### config.mk
export PLATFORM = sky130hd
export DESIGN_NAME = mem_port_arbiter
export DESIGN_NICKNAME = d
export VERILOG_FILES = /design/src/rtl/mem_port_arbiter.sv
export SDC_FILE = /design/constraint.sdc
export NUM_CORES = 1
export LEC_CHECK = 0
export BUFFER_PORTS_ARGS = -buffer_cell sky130_fd_sc_hd__buf_2
export CAP_MARGIN = 20
export CELL_PAD_IN_SITES_DETAIL_PLACEMENT = 0
export CELL_PAD_IN_SITES_GLOBAL_PLACEMENT = 2
export CORE_MARGIN = 1.5
export CORE_UTILIZATION = 28
export CTS_CLUSTER_DIAMETER = 50
export DETAILED_ROUTE_END_ITERATION = 16
export GPL_TIMING_DRIVEN = 0
export HOLD_SLACK_MARGIN = 0.03
export PLACE_DENSITY = 0.88
export SLEW_MARGIN = 0
export SYNTH_ARGS = -nofsm -noshare
export SYNTH_HDL_FRONTEND = slang
export SYNTH_SLANG_ARGS = --single-unit
### constraint.sdc
create_clock -name clk -period 2.9 [get_ports clk]
set_input_delay 0.29 -clock clk [delete_from_list [all_inputs] [get_ports clk]]
set_output_delay 0.29 -clock clk [all_outputs]
set_load 0.05 [all_outputs]
### src/rtl/mem_port_arbiter.sv
`default_nettype none
// ============================================================================
// Module   : mem_port_arbiter
// Brief    : Serialises instruction-fetch (IFU) and load/store (LSU) accesses
//            onto one physical-memory port. Round-robin grant, one outstanding
//            transaction, valid/ready request and response handshakes, with a
//            response timeout that flags a sticky error.
// Revision : 1.0 - initial release
// ============================================================================
module mem_port_arbiter #(
   parameter int ISA_WIDTH  = 32,
   parameter int MASK_WIDTH = 8,
   parameter int TIMEOUT    = 255
) (
   input  logic                  clk,
   input  logic                  rst,
   // instruction fetch requester
   input  logic                  ifu_req_valid,
   output logic                  ifu_req_ready,
   input  logic [ISA_WIDTH-1:0]  ifu_addr,
   output logic                  ifu_rsp_valid,
   output logic [ISA_WIDTH-1:0]  ifu_rdata,
   // load/store requester
   input  logic                  lsu_req_valid,
   output logic                  lsu_req_ready,
   input  logic [ISA_WIDTH-1:0]  lsu_addr,
   input  logic                  lsu_wen,
   input  logic [ISA_WIDTH-1:0]  lsu_wdata,
   input  logic [MASK_WIDTH-1:0] lsu_wmask,
   output logic                  lsu_rsp_valid,
   output logic [ISA_WIDTH-1:0]  lsu_rdata,
   // physical memory port
   output logic                  mem_req_valid,
   input  logic                  mem_req_ready,
   output logic [ISA_WIDTH-1:0]  mem_addr,
   output logic [ISA_WIDTH-1:0]  mem_wdata,
   output logic [MASK_WIDTH-1:0] mem_wmask,
   output logic                  mem_wen,
   input  logic                  mem_rsp_valid,
   input  logic [ISA_WIDTH-1:0]  mem_rdata,
   // status
   output logic                  timeout_err
);

   // Requester identifiers used for grant history and transaction ownership
   localparam logic c_sel_ifu = 1'b0;
   localparam logic c_sel_lsu = 1'b1;

   // Last counter value before the timeout fires: the RSP cycle in which the
   // counter would reach TIMEOUT is the one that aborts.
   localparam logic [7:0] c_cnt_last = 8'(TIMEOUT - 1);

   typedef enum logic [1:0] {
      ST_IDLE = 2'd0,
      ST_REQ  = 2'd1,
      ST_RSP  = 2'd2
   } state_t;

   state_t                r_state;
   logic                  r_last_grant;
   logic                  r_owner;
   logic [7:0]            r_cnt;
   logic [ISA_WIDTH-1:0]  r_addr;
   logic [ISA_WIDTH-1:0]  r_wdata;
   logic [MASK_WIDTH-1:0] r_wmask;
   logic                  r_wen;
   logic                  r_ifu_rsp_valid;
   logic                  r_lsu_rsp_valid;
   logic [ISA_WIDTH-1:0]  r_ifu_rdata;
   logic [ISA_WIDTH-1:0]  r_lsu_rdata;
   logic                  r_timeout_err;

   logic                  w_idle;
   logic                  w_pick_ifu;
   logic                  w_pick_lsu;

   assign w_idle = (r_state == ST_IDLE);

   // Round-robin pick: a lone requester wins, a tie goes to the one not granted last
   always_comb begin
      w_pick_ifu = 1'b0;
      w_pick_lsu = 1'b0;
      if (ifu_req_valid && lsu_req_valid) begin
         w_pick_ifu = (r_last_grant == c_sel_lsu);
         w_pick_lsu = (r_last_grant == c_sel_ifu);
      end else begin
         w_pick_ifu = ifu_req_valid;
         w_pick_lsu = lsu_req_valid;
      end
   end

   assign ifu_req_ready = w_idle && w_pick_ifu;
   assign lsu_req_ready = w_idle && w_pick_lsu;

   assign mem_req_valid = (r_state == ST_REQ);
   assign mem_addr      = r_addr;
   assign mem_wdata     = r_wdata;
   assign mem_wmask     = r_wmask;
   assign mem_wen       = r_wen;

   assign ifu_rsp_valid = r_ifu_rsp_valid;
   assign lsu_rsp_valid = r_lsu_rsp_valid;
   assign ifu_rdata     = r_ifu_rdata;
   assign lsu_rdata     = r_lsu_rdata;
   assign timeout_err   = r_timeout_err;

   // Transaction sequencer: grant/latch in IDLE, hold request in REQ, wait for data in RSP
   always_ff @(posedge clk) begin
      if (rst) begin
         r_state         <= ST_IDLE;
         r_last_grant    <= c_sel_lsu;
         r_owner         <= c_sel_ifu;
         r_cnt           <= 8'd0;
         r_addr          <= '0;
         r_wdata         <= '0;
         r_wmask         <= '0;
         r_wen           <= 1'b0;
         r_ifu_rsp_valid <= 1'b0;
         r_lsu_rsp_valid <= 1'b0;
         r_ifu_rdata     <= '0;
         r_lsu_rdata     <= '0;
         r_timeout_err   <= 1'b0;
      end else begin
         // response strobes are single-cycle pulses by default
         r_ifu_rsp_valid <= 1'b0;
         r_lsu_rsp_valid <= 1'b0;
         case (r_state)
            ST_IDLE: begin
               if (w_pick_ifu) begin
                  r_addr       <= ifu_addr;
                  r_wdata      <= '0;
                  r_wmask      <= '0;
                  r_wen        <= 1'b0;
                  r_owner      <= c_sel_ifu;
                  r_last_grant <= c_sel_ifu;
                  r_state      <= ST_REQ;
               end else if (w_pick_lsu) begin
                  r_addr       <= lsu_addr;
                  r_wdata      <= lsu_wdata;
                  r_wmask      <= lsu_wmask;
                  r_wen        <= lsu_wen;
                  r_owner      <= c_sel_lsu;
                  r_last_grant <= c_sel_lsu;
                  r_state      <= ST_REQ;
               end
            end
            ST_REQ: begin
               // memory responses arriving before the request is taken are stray
               if (mem_req_ready) begin
                  r_cnt   <= 8'd0;
                  r_state <= ST_RSP;
               end
            end
            ST_RSP: begin
               if (mem_rsp_valid) begin
                  if (r_owner == c_sel_ifu) begin
                     r_ifu_rsp_valid <= 1'b1;
                     r_ifu_rdata     <= mem_rdata;
                  end else begin
                     r_lsu_rsp_valid <= 1'b1;
                     // a store acknowledge carries no data
                     if (!r_wen) begin
                        r_lsu_rdata <= mem_rdata;
                     end
                  end
                  r_state <= ST_IDLE;
               end else if (r_cnt == c_cnt_last) begin
                  // abort: release the owner with zero data and flag the error
                  r_timeout_err <= 1'b1;
                  if (r_owner == c_sel_ifu) begin
                     r_ifu_rsp_valid <= 1'b1;
                     r_ifu_rdata     <= '0;
                  end else begin
                     r_lsu_rsp_valid <= 1'b1;
                     r_lsu_rdata     <= '0;
                  end
                  r_state <= ST_IDLE;
               end else begin
                  r_cnt <= r_cnt + 8'd1;
               end
            end
            default: begin
               r_state <= ST_IDLE;
            end
         endcase
      end
   end

endmodule
`default_nettype wire

After elaboration in Yosys (flattened, before gate mapping)
Cells that the tools add are included.
Widths: inputs -> output; s select.
{"block": "word_totals", "in_bits": 143, "out_inout_bits": 143, "regBits": 152}
{"block": "classes", "mux": 37, "n_eq_ne": 9, "add_sub_neg": 1, "n_reduce_logical": 14, "bitwise_logic": 4}
{"operator": "$mux 32", "n": 13}
{"operator": "$mux 8", "n": 5}
{"operator": "$pmux 8 s2", "n": 1}
{"operator": "$mux 1", "n": 12}
{"operator": "$mux 2", "n": 5}
{"operator": "$reduce_and 3->1", "n": 3}
{"operator": "$add 8x1->8 const B", "n": 1}
{"operator": "$eq 8x8->1 const B", "n": 1}
{"operator": "$reduce_and 4->1", "n": 2}
{"operator": "$ne 2x2->1 const B", "n": 3}
{"operator": "$pmux 2 s3", "n": 1}
{"operator": "$reduce_bool 2->1", "n": 3}
{"operator": "$not 1->1", "n": 4}
{"operator": "$logic_and 1x1->1", "n": 3}
{"operator": "$ne 3x1->1 const B", "n": 1}
{"operator": "$ne 3x3->1 const B", "n": 1}
{"operator": "$eq 2x1->1 const B", "n": 1}
{"operator": "$eq 2x2->1 const B", "n": 1}
{"operator": "$logic_not 2->1", "n": 1}
{"operator": "$ne 2x1->1 const B", "n": 1}
{"operator": "$reduce_and 2->1", "n": 1}
{"operator": "$reduce_or 2->1", "n": 1}

Logic depth before layout (Yosys ltp)
Gate-level depths: netlist (run 1).
{"block": "depth", "word_depth": 5, "mapped_depth": 7, "mapped_depth_nobuf": 6}

Worst setup path after synthesis (run 1)
No wires, ideal clock.
{"block": "synth_path", "kind": "in2out", "from": "input lsu_req_valid", "to": "output ifu_req_ready", "path_slack_ns": 0.847, "arrival_ns": 1.763, "cell_stages": 4, "cell_sequence": "inv_1 -> o21ai_2 -> buf_4 -> nor3_1"}
{"block": "synth_via", "elab_chain_len": 3}
{"element": "start, declared", "line": "24", "source": "input logic lsu_req_valid,"}
{"element": "$logic_and 1x1->1", "line": "83", "source": "if (ifu_req_valid && lsu_req_valid) begin"}
{"element": "$mux 1", "line": "83"}
{"element": "$logic_and 1x1->1", "line": "92", "source": "assign ifu_req_ready = w_idle && w_pick_ifu;"}
{"element": "end, declared", "line": "19", "source": "output logic ifu_req_ready,"}
No other way between the ends.

Worst setup path in the final report (run 1)
{"block": "layout_path", "from": "register r_cnt[0]", "to": "register r_ifu_rdata[27], in the netlist ifu_rdata[27]"}
{"block": "layout_via", "elab_chain_len": 3}
{"element": "start, declared", "line": "62", "source": "logic [7:0] r_cnt;"}
{"element": "start signal, assigned", "line": "179", "source": "r_cnt <= r_cnt + 8'd1;"}
{"element": "$eq 8x8->1", "line": "167", "source": "end else if (r_cnt == c_cnt_last) begin"}
{"element": "$reduce_bool 2->1 (no source line)"}
{"element": "$reduce_and 3->1 (no source line)"}
{"element": "end signal, assigned", "line": "158", "source": "r_ifu_rdata <= mem_rdata;"}
{"element": "end, declared", "line": "69", "source": "logic [ISA_WIDTH-1:0] r_ifu_rdata;"}
No other way between the ends.
A chain may end at the register's enable or synchronous reset.

==> impl_metrics.csv, run 1 <==
group,metric,value,unit
critical_path,reg2reg_to,"ifu_rdata[27]",
pwr,power_density,668,nW/µm²
placed_design,place_hpwl,13700,µm
clock_tree,cts_buffer_depth,2,
logic_synthesis,postSynthCellCount,531,
sta,hold_viol,0,
sta,min_period_over_period,70.4,%
critical_path,reg2reg_depth,7,
route,wire_per_inst,16.0,µm
critical_path,crit_type,"reg2reg",
clock_tree,cts_tree,"done",
route,drc_errors,0,
route,drtAntennaViolNets,0,
critical_path,worstPathArrival,2.39,ns
final_layout,fillerInstances,1988,
logic_synthesis,synth_seq_area_share,54.7,%
global_route,antenna_found_initial,0,
global_route,grt_use_total,17.1,%
hold_path,min_path_type,"in2reg",
clock_tree,cts.sinks,152,
critical_path,critPathLaunch,"r_cnt[0]",
final_layout,regArea,3040,µm²
logic_synthesis,synth_fp_nets,676,
route,num_vias,5141,
route,viasPerCell,4.62,
final_layout,nets,980,
final_layout,synthToLayoutAreaGrowth,41.7,%
sta,drv_slew,0,
critical_path,crit_path_start_kind,"flip-flop",
final_layout,multi_input_area,2250,µm²
critical_path,worstSetupEndpointType,"flip-flop",
clock_tree,cts.reportedPaths.clkPinSlew,0.07,ns
global_route,grt_max_degree,17,
final_layout,final_util,40.5,%
global_route,grt_first_pass_wirelength,27000,µm
sta,setup_viol,0,
logic_synthesis,async_reset_ff_share,0,%
logic_synthesis,synth-edff-count,0,
critical_path,cp_max_fo,10,
clock_tree,numCtsBuffers,17,
critical_path,r2r_slack,0.86,ns
logic_synthesis,ys_warn_count,0,
route,drt_iter0_drc,173,
route,finalWirelength,17800,µm
critical_path,required,3.24,ns
placed_design,routabilityCongestion,0.728,
placed_design,io_buffers,285,
die,rows,51,
die,pin_count,286,
logic_synthesis,synth.distinct_cells,43,
run_status,status,"finished clean",
logic_synthesis,synthFlopType,"dfxtp_1",
final_layout,instances_no_fill,1113,
sta,rsz0062_at_grt,"false",
sta,finalSetupTns,0,ns
die,dieArea,20700,µm²
sta,max_freq,0.490,GHz
final_layout,drive_gt1_share,42.0,%
global_route,grt_overflow,0,
clock_tree,h-tree-depth,4,
job,drv_cap,0,
global_route,grt_pass1_vias,4910,
logic_synthesis,synth_seq_cells,152,
placed_design,dp.cells,1081,
sta,tightest_slew,0.683,ns
route,dr.pass1.iters,4,
sta,relSlewSlack,54.4,%
clock_tree,cts_root_buf,"clkbuf_16",
die,start_util,28.6,%
sta,clock_skew,0.00801,ns
critical_path,crit_end,"ifu_rdata[27]",
clock_tree,post-cts-setup-buffer-count,0,
logic_synthesis,avgSynthCellArea,10.5,µm²
die,dieWidth,144,µm
final_layout,diodes,0,
pwr,p_leak,0.00376,µW
clock_tree,clock_latency,0.42,ns
die,core-area,19500,µm²
clock_tree,post_cts_resized,0,
final_layout,final_cell_mix,"buf_2, dfxtp_1, a22o_1",
critical_path,r2r_start,"r_cnt[0]",
sta,post-route-min-period,2.04,ns
logic_synthesis,synth_area,5570,µm²
final_layout,final_common_cell,"buf_2",
die,die_y,144,µm
clock_tree,hold_buffers,0,
pwr,ir_worst_vdd,0.000350,V
[Yosys cell counts (3+ instances only)]
library cell  instances  share of area (%)
dfxtp_1             152                 55
a22o_1               73                 11
nor2_1               39                2.6
nand2_1              38                2.6
a21oi_1              35                3.1
mux2i_1              33                5.9
a211oi_1             32                4.3
o21ai_0              25                2.2
buf_2                15                1.3
clkbuf_1             14               0.94
a31oi_1               8               0.90
o21ai_1               8               0.72
buf_6                 7                1.4
inv_1                 5               0.34
buf_4                 4               0.54
nand3_1               3               0.27
nor2b_1               3               0.34
nor3_1                3               0.27
[metrics by stage]
stage	total power, µW	setup WS [ns]	hold slack, ns	area (µm²)
after floorplan	2910	0.847	0.423	5570
after global placement	3210	0.870	0.451	7330
after detailed placement	3220	0.849	0.449	7330
after CTS	5340	0.822	0.0598	7890
after global routing	5510	0.670	0.0598	7890
final	5270	0.859	0.0786	7890
[cell type report]
class                      count  share of cell area, %
clock buffer                  19                   5.74
multi-input combinational    329                   28.5
clock inverter                13                   1.43
tap                          265                   4.20
timing repair buffer         285                   18.1
buffer                        44                   3.22
inverter                       6                  0.285
sequential                   152                   38.6
[critical path, stage by stage, from the launching register on]
cell and delay [ns]:
dfxtp_1 0.45, inv_1 0.07, ha_1 0.20, and3_2 0.28
a21oi_4 0.28, clkbuf_1 0.41, o21ai_0 0.14, a21oi_1 0.15
[logic make-up after synthesis]
family	share of synthesized area (%)
muxes	5.93
buffers and inverters	4.97
AOI/OAI and AO/OA	25.4
adders and majority gates	0.449
and+or+nand+nor	8.40
DFF	54.7
xor gates and xnor gates	0.157
[flip-flops by register name, summed over array words and instances, names as in the netlist, 2 cells and up]
name,count
lsu_rdata,32
mem_wmask,8
ifu_rdata,32
r_cnt,8
r_state,2
mem_addr,32
mem_wdata,32
[routing by layer]
| layer | global-route usage, % | part of all wire (%) | vias to the layer above |
|---|---|---|---|
| li1 | - | - | 2566 |
| met1 | 22.0 | 44 | 2354 |
| met2 | 27.2 | 46 | 211 |
| met3 | 5.40 | 8.4 | 10 |
| met4 | 5.75 | 0.85 | 0 |
| met5 | 0 | 0 | - |
[how the worst min path moves through the flow]
stage | from | endpoint | slack (ns) | cells after the start
finish | lsu_wdata[27] | mem_wdata[27] | 0.08 | 2
global route | lsu_wdata[27] | mem_wdata[27] | 0.06 | 2
CTS | lsu_wdata[27] | mem_wdata[27] | 0.06 | 2
detailed placement | mem_wmask[0] | mem_wmask[0] | 0.45 | 1
global placement | lsu_rdata[11] | lsu_rdata[11] | 0.45 | 1
floorplan | lsu_wdata[16] | mem_wdata[16] | 0.42 | 1
[power by group]
part | switching (µW) | leakage (µW) | internal (µW) | total, µW
registers | 56.4 | 0.00124 | 2190 | 2240
clock network | 944 | 0.000263 | 1160 | 2110
logic | 646 | 0.00226 | 271 | 917
Power figures use the tool's default switching activity.
==> run 2, diff against run 1 <==
ABC_AREA = 1   (was default)
CORE_UTILIZATION = 22   (was 28)
PLACE_DENSITY = 0.79   (was 0.88)
clock period = 1.85 ns   (was 2.9 ns; I/O delays follow)
==> impl_metrics.csv, run 2 <==
group,metric,value,unit
run_status,status,"finished clean",
placed_design,dp_slack,-0.128,ns
logic_synthesis,synth_fp_nets,1105,
final_layout,nets,1453,
logic_synthesis,ys_warn_count,0,
logic_synthesis,async_reset_ff_share,0,%
hold_path,min_path_type,"in2reg",
die,dieArea,31100,µm²
global_route,grt_pass1_vias,7082,
critical_path,worstPathArrival,1.54,ns
pwr,p_leak,0.00508,µW
logic_synthesis,synth_area_leaders,"dfxtp_1, nand2_1, nand3_1, inv_1, nor2_1",
sta,drv_slew,0,
critical_path,crit_top_cell,"buf_6",
clock_tree,h-tree-depth,4,
critical_path,critPathTopFamily,"buffers and inverters",
sta,finalSetupTns,0,ns
global_route,grt_first_pass_wirelength,39300,µm
logic_synthesis,synthFlopType,"dfxtp_1",
die,pin_count,286,
route,viasPerCell,4.21,
final_layout,multi_input_area,2870,µm²
sta,postLayoutSetupSlackWorst,0.129,ns
job,drv_cap,0,
route,drtAntennaViolNets,0,
clock_tree,cts.sinks,152,
pwr,finalPower,9060,µW
global_route,grt_max_degree,17,
placed_design,io_buffers,283,
clock_tree,cts_tree,"done",
critical_path,crit_path_start_kind,"flip-flop",
sta,setup_viol,0,
sta,max_freq,0.581,GHz
clock_tree,cts.reportedPaths.clkPinSlew,0.07,ns
logic_synthesis,synth_area,6600,µm²
critical_path,path_buf_inv,3,
sta,fin_hold_ws,0.0345,ns
sta,relSlewSlack,53.2,%
logic_synthesis,yosysMostFrequentCell,"nand2_1",
final_layout,diodes,0,
route,drc_errors,0,
placed_design,routabilityCongestion,0.792,
clock_tree,clock_latency,0.43,ns
global_route,grt_use_total,16.5,%
die,rows,63,
final_layout,final_cell_mix,"buf_2, nand2_1, dfxtp_1",
die,dieWidth,176,µm
logic_synthesis,synth-edff-count,0,
final_layout,synthToLayoutAreaGrowth,45.8,%
final_layout,drive_gt1_share,28.1,%
logic_synthesis,avgSynthCellArea,6.88,µm²
route,drt_iter0_drc,324,
sta,tightest_slew,0.701,ns
pwr,ir_worst_vdd,0.000425,V
die,start_util,22.3,%
route,wire_per_inst,15.0,µm
logic_synthesis,synth_seq_cells,152,
sta,clock_skew,0.0150,ns
logic_synthesis,postSynthCellCount,960,
route,num_vias,7208,
sta,post-route-min-period,1.72,ns
sta,hold_viol,0,
logic_synthesis,synth_top_area_cell,"dfxtp_1",
logic_synthesis,synth_seq_area_share,46.1,%
clock_tree,numCtsBuffers,17,
critical_path,cp_max_fo,10,
route,finalWirelength,25600,µm
critical_path,worstSetupEndpointType,"primary output",
critical_path,crit_chain,"o21ai_4 > inv_2 > nor2_4 > buf_6 > buf_6",
final_layout,fillerInstances,3375,
critical_path,slowest_delay,0.35,ns
logic_synthesis,netlist_top_cells_count,"nand2_1, dfxtp_1, inv_1, nand3_1, nor2_1",
critical_path,slowest_stage,"dfxtp_1",
global_route,antenna_found_initial,0,
global_route,grt_overflow,0,
clock_tree,cts_root_buf,"clkbuf_16",
logic_synthesis,synth.distinct_cells,28,
placed_design,place_hpwl,19400,µm
critical_path,required,1.66,ns
final_layout,regArea,3040,µm²
route,dr.pass1.iters,4,
die,core-area,29600,µm²
die,die_y,176,µm
clock_tree,cts_buffer_depth,2,
critical_path,crit_type,"reg2out",
logic_synthesis,synth_top_area_share,46.1,%
pwr,power_density,941,nW/µm²
sta,min_period_over_period,93.0,%
==> run 2: cell count changes after synthesis, sizes merged, moves of 33 or more <==
cell   previous run  this run
mux2i            33         0
inv               6       114
nand3             3       107
nor2             40       105
nand2            38       299
a22o             73         0
==> run 2: final timing paths <==
kind	from	endpoint	slack [ns]	depth (start not counted)
setup / recovery	r_last_grant	lsu_req_ready	0.13	5
hold / removal	lsu_wdata[17]	mem_wdata[17]	0.03	3
setup reg to reg	r_cnt[0]	lsu_rdata[1]	0.15	12
hold reg to reg	r_owner	lsu_rsp_valid	0.46	2
==> run 2: worst register-to-register path: stages (launching register included) <==
cell,delay (ns)
dfxtp_1,0.39
inv_2,0.07
ha_1,0.20
nand2_1,0.11
nor2_4,0.05
nand2_4,0.10
nand2_8,0.09
nand3_2,0.09
buf_6,0.17
buf_6,0.17
nand2_1,0.06
nand2_1,0.05
nor2_1,0.05
==> run 2: what timing repair did <==
item | 4_1_cts | 5_1_grt
hold endpoints to repair | 41 | 0
hold buffers | 41 | 0
pin swaps | 2 | 1
endpoints found under the setup margin | 35 | 46
setup buffers | 3 | 2
gates resized for setup | 12 | 18
==> run 2: layer usage <==
metal,vias up,part of all wire (%),GRT usage [%]
met3,15,8.1,5.45
met5,-,0,0
li1,3715,-,-
met2,235,46,27.0
met4,0,1.1,4.20
met1,3243,45,20.6
==> run 2: layout make-up <==
class | instances | share of cell area (%)
Multi-Input combinational cell | 628 | 29.8
Sequential cell | 152 | 31.6
Buffer | 65 | 3.48
Tap cell | 390 | 5.07
Inverter | 115 | 4.51
Clock buffer | 17 | 4.42
Timing Repair Buffer | 329 | 19.5
Clock inverter | 15 | 1.66
==> run 2: where the power goes <==
part / total [µW] / switching, µW / internal [µW]
registers: 3560 / 107 / 3450
clock network: 3570 / 1650 / 1920
logic: 1930 / 1380 / 554
total: 9060 / 3140 / 5930
==> run 2: logic make-up after synthesis <==
logic type,count (synthesis),synth area share [%]
simple gates,529,33.6
buf+inv,180,11.1
flops,152,46.1
compound gates,96,8.72
fa+ha+maj,2,0.379
xor+xnor,1,0.133
==> run 2: stage by stage <==
stage | utilization (%) | std cells | cell area (µm²)
after floorplan | - | 960 | 6610
after global placement | 28.8 | 1633 | 8510
after global routing | 32.6 | 1711 | 9630
final | 32.6 | 1711 | 9630
after detailed placement | 28.8 | 1633 | 8510
after CTS | 32.4 | 1709 | 9570
